[src/rtl/program_loader.sv]
// Byte-stream loader: 4-byte LE word count, then N LE words written to imem at 0..N-1; optional XOR checksum under LOADER_CHECKSUM_EN.
// One word per 5 cycles at full rate; inReady only in LEN/DATA/CHK, byte assembly stalls while inValid is low.
module program_loader #(
   parameter int DEPTH = 1024
) (
   input  logic        clk,
   input  logic        rst,
   input  logic        start,
   input  logic        inValid,
   input  logic [7:0]  inByte,
   output logic        inReady,
   output logic        imemWe,
   output logic [31:0] imemAddr,
   output logic [31:0] imemData,
   output logic        coreHold,
   output logic        busy,
   output logic        done,
   output logic        error
);

   typedef enum logic [2:0] {
      IDLE,
      LEN,
      DATA,
      WRITE,
`ifdef LOADER_CHECKSUM_EN
      CHK,
`endif
      DONE,
      ERR
   } state_t;

   state_t      state_q, state_d;
   logic [1:0]  byte_cnt_q, byte_cnt_d;
   logic [31:0] word_q, word_d;
   logic [31:0] cnt_q, cnt_d;
   logic [31:0] addr_q, addr_d;
   logic [31:0] asm_word;
   logic        accept;
`ifdef LOADER_CHECKSUM_EN
   logic [7:0]  chk_q, chk_d;
   localparam state_t END_STATE = CHK;
`else
   localparam state_t END_STATE = DONE;
`endif

   assign accept   = inValid & inReady;
   // Length and data words share one little-endian shift register.
   assign asm_word = {inByte, word_q[31:8]};

   always_comb begin
      state_d    = state_q;
      byte_cnt_d = byte_cnt_q;
      word_d     = word_q;
      cnt_d      = cnt_q;
      addr_d     = addr_q;
`ifdef LOADER_CHECKSUM_EN
      chk_d      = chk_q;
`endif
      case (state_q)
         IDLE, DONE, ERR: begin
            if (start) begin
               state_d    = LEN;
               byte_cnt_d = 2'd0;
               addr_d     = 32'd0;
`ifdef LOADER_CHECKSUM_EN
               chk_d      = 8'd0;
`endif
            end
         end
         LEN: begin
            if (accept) begin
               byte_cnt_d = byte_cnt_q + 2'd1;
               word_d     = asm_word;
               if (byte_cnt_q == 2'd3) begin
                  cnt_d = asm_word;
                  if (asm_word > 32'(DEPTH))
                     state_d = ERR;
                  else if (asm_word == 32'd0)
                     state_d = END_STATE;
                  else
                     state_d = DATA;
               end
            end
         end
         DATA: begin
            if (accept) begin
               byte_cnt_d = byte_cnt_q + 2'd1;
               word_d     = asm_word;
`ifdef LOADER_CHECKSUM_EN
               chk_d      = chk_q ^ inByte;
`endif
               if (byte_cnt_q == 2'd3)
                  state_d = WRITE;
            end
         end
         WRITE: begin
            cnt_d   = cnt_q - 32'd1;
            addr_d  = addr_q + 32'd1;
            state_d = (cnt_q == 32'd1) ? END_STATE : DATA;
         end
`ifdef LOADER_CHECKSUM_EN
         CHK: begin
            if (accept)
               state_d = (inByte == chk_q) ? DONE : ERR;
         end
`endif
         default: state_d = IDLE;
      endcase
   end

   always_ff @(posedge clk or posedge rst) begin
      if (rst) begin
         state_q    <= IDLE;
         byte_cnt_q <= 2'd0;
         word_q     <= 32'd0;
         cnt_q      <= 32'd0;
         addr_q     <= 32'd0;
`ifdef LOADER_CHECKSUM_EN
         chk_q      <= 8'd0;
`endif
      end else begin
         state_q    <= state_d;
         byte_cnt_q <= byte_cnt_d;
         word_q     <= word_d;
         cnt_q      <= cnt_d;
         addr_q     <= addr_d;
`ifdef LOADER_CHECKSUM_EN
         chk_q      <= chk_d;
`endif
      end
   end

`ifdef LOADER_CHECKSUM_EN
   assign inReady = (state_q == LEN) || (state_q == DATA) || (state_q == CHK);
   assign busy    = (state_q == LEN) || (state_q == DATA) || (state_q == WRITE) || (state_q == CHK);
`else
   assign inReady = (state_q == LEN) || (state_q == DATA);
   assign busy    = (state_q == LEN) || (state_q == DATA) || (state_q == WRITE);
`endif
   assign imemWe   = (state_q == WRITE);
   assign imemAddr = addr_q;
   assign imemData = word_q;
   assign done     = (state_q == DONE);
   assign error    = (state_q == ERR);
   assign coreHold = (state_q != DONE);

endmodule
[config.mk]
export PLATFORM = sky130hd
export DESIGN_NAME = program_loader
export DESIGN_NICKNAME = d
export VERILOG_FILES = /design/src/rtl/program_loader.sv
export SDC_FILE = /design/constraint.sdc
export NUM_CORES = 1
export LEC_CHECK = 0
export ABC_AREA = 1
export BUFFER_PORTS_ARGS = -buffer_cell sky130_fd_sc_hd__buf_2
export CAP_MARGIN = 15
export CORE_MARGIN = 3
export CORE_UTILIZATION = 45
export DETAILED_ROUTE_END_ITERATION = 8
export PLACE_DENSITY_LB_ADDON = 0.05
export RECOVER_POWER = 25
export SYNTH_ARGS = -nofsm -noshare
export SYNTH_HDL_FRONTEND = slang
export SYNTH_SLANG_ARGS = --single-unit
[constraint.sdc]
create_clock -name clk -period 8.5 [get_ports clk]
set_input_delay 0.85 -clock clk [delete_from_list [all_inputs] [get_ports clk]]
set_output_delay 0.85 -clock clk [all_outputs]
set_load 0.02 [all_outputs]
# After elaboration in Yosys (flattened, before gate mapping)
# Index checks and enable logic that the tools add are counted.
# totals
register_bits,101
inputBits,12
out_inout_bits,70
# classes
add_sub_neg,3
magnitude_cmp,1
n_eq_ne,14
mux,17
n_bitwise,1
n_reduce_logical,14
# ops
operator,n
$pmux 32 s2,2
$mux 32,3
$add 32x1->32 const B,1
$eq 32x1->1 const B,1
$gt 32x11->1 const B,1
$logic_not 32->1,1
$sub 32x1->32 const B,1
$mux 3,8
$pmux 3 s4,1
$ne 2x2->1 const B,5
$eq 3x2->1 const B,2
$eq 3x3->1 const B,2
$reduce_and 3->1,2
$reduce_bool 2->1,3
$reduce_and 5->1,1
$mux 2,2
$pmux 2 s2,1
$reduce_and 2->1,2
$eq 3x1->1 const B,1
$logic_not 3->1,1
$ne 3x3->1 const B,1
$reduce_or 3->1,1
$add 2x1->2 const B,1
$eq 2x2->1 const B,1
other kinds (4),5

# Logic depth before layout (Yosys ltp)
# depth
word_depth,6
ltp_mapped,11
ltp_nobuf,11

# Least setup slack after synthesis
# OpenSTA, ideal clock, no wires.
# synth_path
kind,reg-to-output
start,register state_q[2]
end,output coreHold
arrival_ns,1.257
required_ns,7.650
path_slack_ns,6.393
stages_incl_launch_ff,4
path_buffers,0
cell_sequence,dfrtp_1 -> inv_2 -> nor3_1 -> inv_1
# synth_between
elab_chain_cells,1
# synth_lines
element,line,rtl
"start, declared",33,"state_t state_q, state_d;"
"start signal, assigned",123,state_q <= state_d;
$ne 3x3->1,146,assign coreHold = (state_q != DONE);
"end, declared",15,"output logic coreHold,"
# No other way between the ends.

# Final worst setup path
# layout_path
start,register state_q[2]
end,output busy
# layout_between
elab_chain_cells,3
# layout_lines
element,line,rtl
$eq 3x1->1 or $eq 3x2->1 (tied branches),139,assign busy = (state_q == LEN) || (state_q == DATA) || (state_q == WRITE);
$logic_or 1x1->1,139,
$logic_or 1x1->1 (*),139,
"end, declared",16,"output logic busy,"
# Mark *: on every way between the ends. The rest lies on a longest branch, timed or not.

==> impl_results.md <==
* Synth warn at 0
* Sequential share of the synthesized area at 41.42%
* Placed Area at 6629 µm²
* Post-synth top area cell: dfrtp_1
* Cell mode on critical path: inv_2
* Area contributors post-synth: dfrtp_1 41%, nand2_1 15%, nor2_1 7.9%, inv_1 7.3%, o21ai_0 6.8%
* Setup bufs post-CTS at 0
* DR pass1 iterations at 5
* GRT Total Usage at 24.42%
* Synthesized cell area at 6102 µm²
* Post-route cell area at 6928 µm²
* Reg2Reg Setup Slack at 5.40 ns
* Vias in the first global route at 5,415
* Hold Path Cell Cnt at 2
* Io pins at 82
* Clock sinks at 101
* EDFF count, synth at 0
* Final WL at 17,430 µm
* Crit Reg-Reg Endpoint: imemAddr[1]
* CTS resizes at 0
* Clock transition at path regs at 0.07 ns
* Nets@finish at 972
* Post-Route Setup TNS at 0 ns
* Most frequent cell after synthesis: nand2_1
* Antenna violations before repair at 0
* Clk root buf: clkbuf_16
* Hold Vio Cnt, Final at 0
* Mapped Cells at 883
* Crit Path Class: flop to output port
* FF-to-FF path depth at 8
* Hold Path End: imemData[6]
* CTS tree: done
* TritonCTS buffer count at 9
* Worst endpoint data arrival time at 2.51 ns
* FP Rows at 41
* Die area at 14,990 µm²
* Core area at 12,930 µm²
* Height of the die at 122.5 µm
* CP max stage delay at 0.61 ns
* Yosys cell types at 39
* Crit path max fanout at 68
* Fin crit share at 39.50%
* Crit path launch type: flop
* Synth cell count leaders: 239 x nand2_1, 129 x nor2_1, 119 x inv_1, 101 x dfrtp_1, 83 x o21ai_0
* Area grow syn2layout at 13.53%
* Routed vias at 5,949
* CP delay by family, top: buffers and inverters
* Worst EP required at 7.65 ns
* Routability cong. at 0.9079
* Worst r2r src: state_q[2]
* Gr ovfl total at 0
* Clk_skew at 0.005676 ns
* Detail Placement HPWL at 12,730 µm
* Largest net degree at the start of global routing at 69
* Critical Path End Type: output port
* First-pass GRT wire length at 28,570 µm
* CP max stage cell: buf_4
* # diodes at 0
* Hold_sp: imemData[6]
* Synth async-reset ratio at 100.0%
* Fin crit period at 3.358 ns
* Syn_nets at 899
* Syn Area/Cell at 6.911 µm²
* FF+latch count, synth at 101
* IO buf count at 81
* Hold Crit Class: flop to flop
* Worst-Skew Late Latency at 0.35 ns
* Vias per cell at 5.251
* H-tree levels at 3
* Failing checks: max-capacitance violations, max-slew violations
* RSZ-0062 raised after global routing: false
* Clock buffer depth at 2
* Initial drt markers at 499
* Endpoints failing setup at 0
* Share of layout cells above drive strength 1 at 11.97%
* Max VDD drop at 0.1784 mV
* Max Fclk at 0.2978 GHz
* Top_reg_cell synth: dfrtp_1
* Status: finished, violations left
* Slew of the pin with the lowest slew margin at 2.017 ns
* Static Leak at 3.399 nW
* Die width at 122.5 µm
* Antenna viol nets, final at 0
* WL per Instance at 15.38 µm
* CP Buf/Inv Count at 4
* Relative slew slack at -35.22%
* Final Max Slew Viols at 105
* Hold Buf Count CTS at 0
* Initial Util at 47.20%
* Crit-path cells: inv_2 -> nand2_4 -> nor2_8 -> buf_4 -> inv_2 -> nand2_1 -> buf_2
* PwrDens at 284.0 nW/µm²
* Synth top area share at 41.42%
* Number of max-cap violations at 2
* DRC viols at 0
==> worst register-to-register path, stage by stage, from the launching register on <==
cell	delay (ns)
dfrtp_1	0.43
inv_2	0.13
nand2_4	0.10
nor2_8	0.08
buf_4	0.61
inv_2	0.48
nand2_1	0.61
inv_1	0.28
a32o_1	0.27
==> state kept, by name, summed over array words and instances, names as in the netlist <==
signal      count
state_q         3
imemData       32
cnt_q          32
imemAddr       32
byte_cnt_q      2
==> metrics by stage <==
step | setup slack, ns | total power, mW | std cells | hold WS, ns | util, %
final | 5.142 | 1.968 | 1133 | 0.4921 | 53.59
after global routing | 4.943 | 2.125 | 1133 | 0.5171 | 53.59
after CTS | 5.096 | 1.986 | 1133 | 0.4921 | 53.79
after detailed placement | 5.415 | 1.526 | 1117 | 0.4749 | 51.28
after global placement | 5.464 | 1.519 | 1117 | 0.4706 | 51.28
after floorplan | 5.003 | 1.297 | 883 | 0.4641 | -
==> worst max-delay path by stage <==
| stage | end | start | depth (start not counted) |
|---|---|---|---|
| floorplan | byte_cnt_q[0] | rst | 1 |
| global placement | imemAddr[1] | state_q[2] | 8 |
| detailed placement | imemAddr[1] | state_q[2] | 8 |
| CTS | busy | state_q[2] | 7 |
| global route | busy | state_q[2] | 7 |
| finish | busy | state_q[2] | 7 |
==> power by group <==
group	internal, mW	total [mW]	switching [mW]
logic	0.247	0.730	0.483
registers	0.628	0.787	0.158
clock network	0.266	0.450	0.185
==> cells in the final DEF (no fill, tap or decap), types with 2 or more instances in the layout <==
cell type  count
nand2_1      241
ha_1           4
buf_4          2
buf_2         73
o32ai_1        2
inv_2          5
o22ai_1        5
clkbuf_16      9
dfrtp_1      101
nor3_1        19
nor2_2         2
mux2_2         2
clkbuf_1       8
nand3_1       70
a21boi_0       2
bufinv_16      2
clkinv_2       2
o211ai_1       4
inv_1        119
nand4_1       13
mux2_4         6
o21ai_0       86
nor2_1       129
nor2_4         4
xor2_1         4
o21ai_1        3
xnor2_1        2
a211oi_1       2
nand3b_1       3
a21oi_1       22
==> metal layers <==
metal / global-route usage, % / vias to the layer above / wire, µm
li1: - / 2965 / -
met2: 36.52 / 159 / 7688
met1: 36.11 / 2806 / 8489
met4: 6.508 / 0 / 293
met3: 4.931 / 19 / 957
met5: 0 / - / 0
==> kinds of logic (layout without fill, tap and decap cells) <==
| kind of cell | after synthesis | count (layout) | share of synthesized area (%) |
|---|---|---|---|
| AOI/OAI and AO/OA | 131 | 131 | 11.54 |
| adders and majority gates | 4 | 4 | 0.8202 |
| DFF | 101 | 101 | 41.42 |
| and+or+nand+nor | 486 | 486 | 33.83 |
| buffers and inverters | 146 | 224 | 9.514 |
| muxes | 9 | 9 | 2.009 |
| xor gates and xnor gates | 6 | 6 | 0.8612 |
==> final cells by class <==
cell class	count	area [µm²]
timing repair buffer	83	410.4
multi-input combinational	636	2979
clock inverter	6	86.33
inverter	125	470.5
sequential	101	2527
tap	172	215.2
fill	1380	6000
clock buffer	10	239.0
Power figures use the tool's default switching activity.
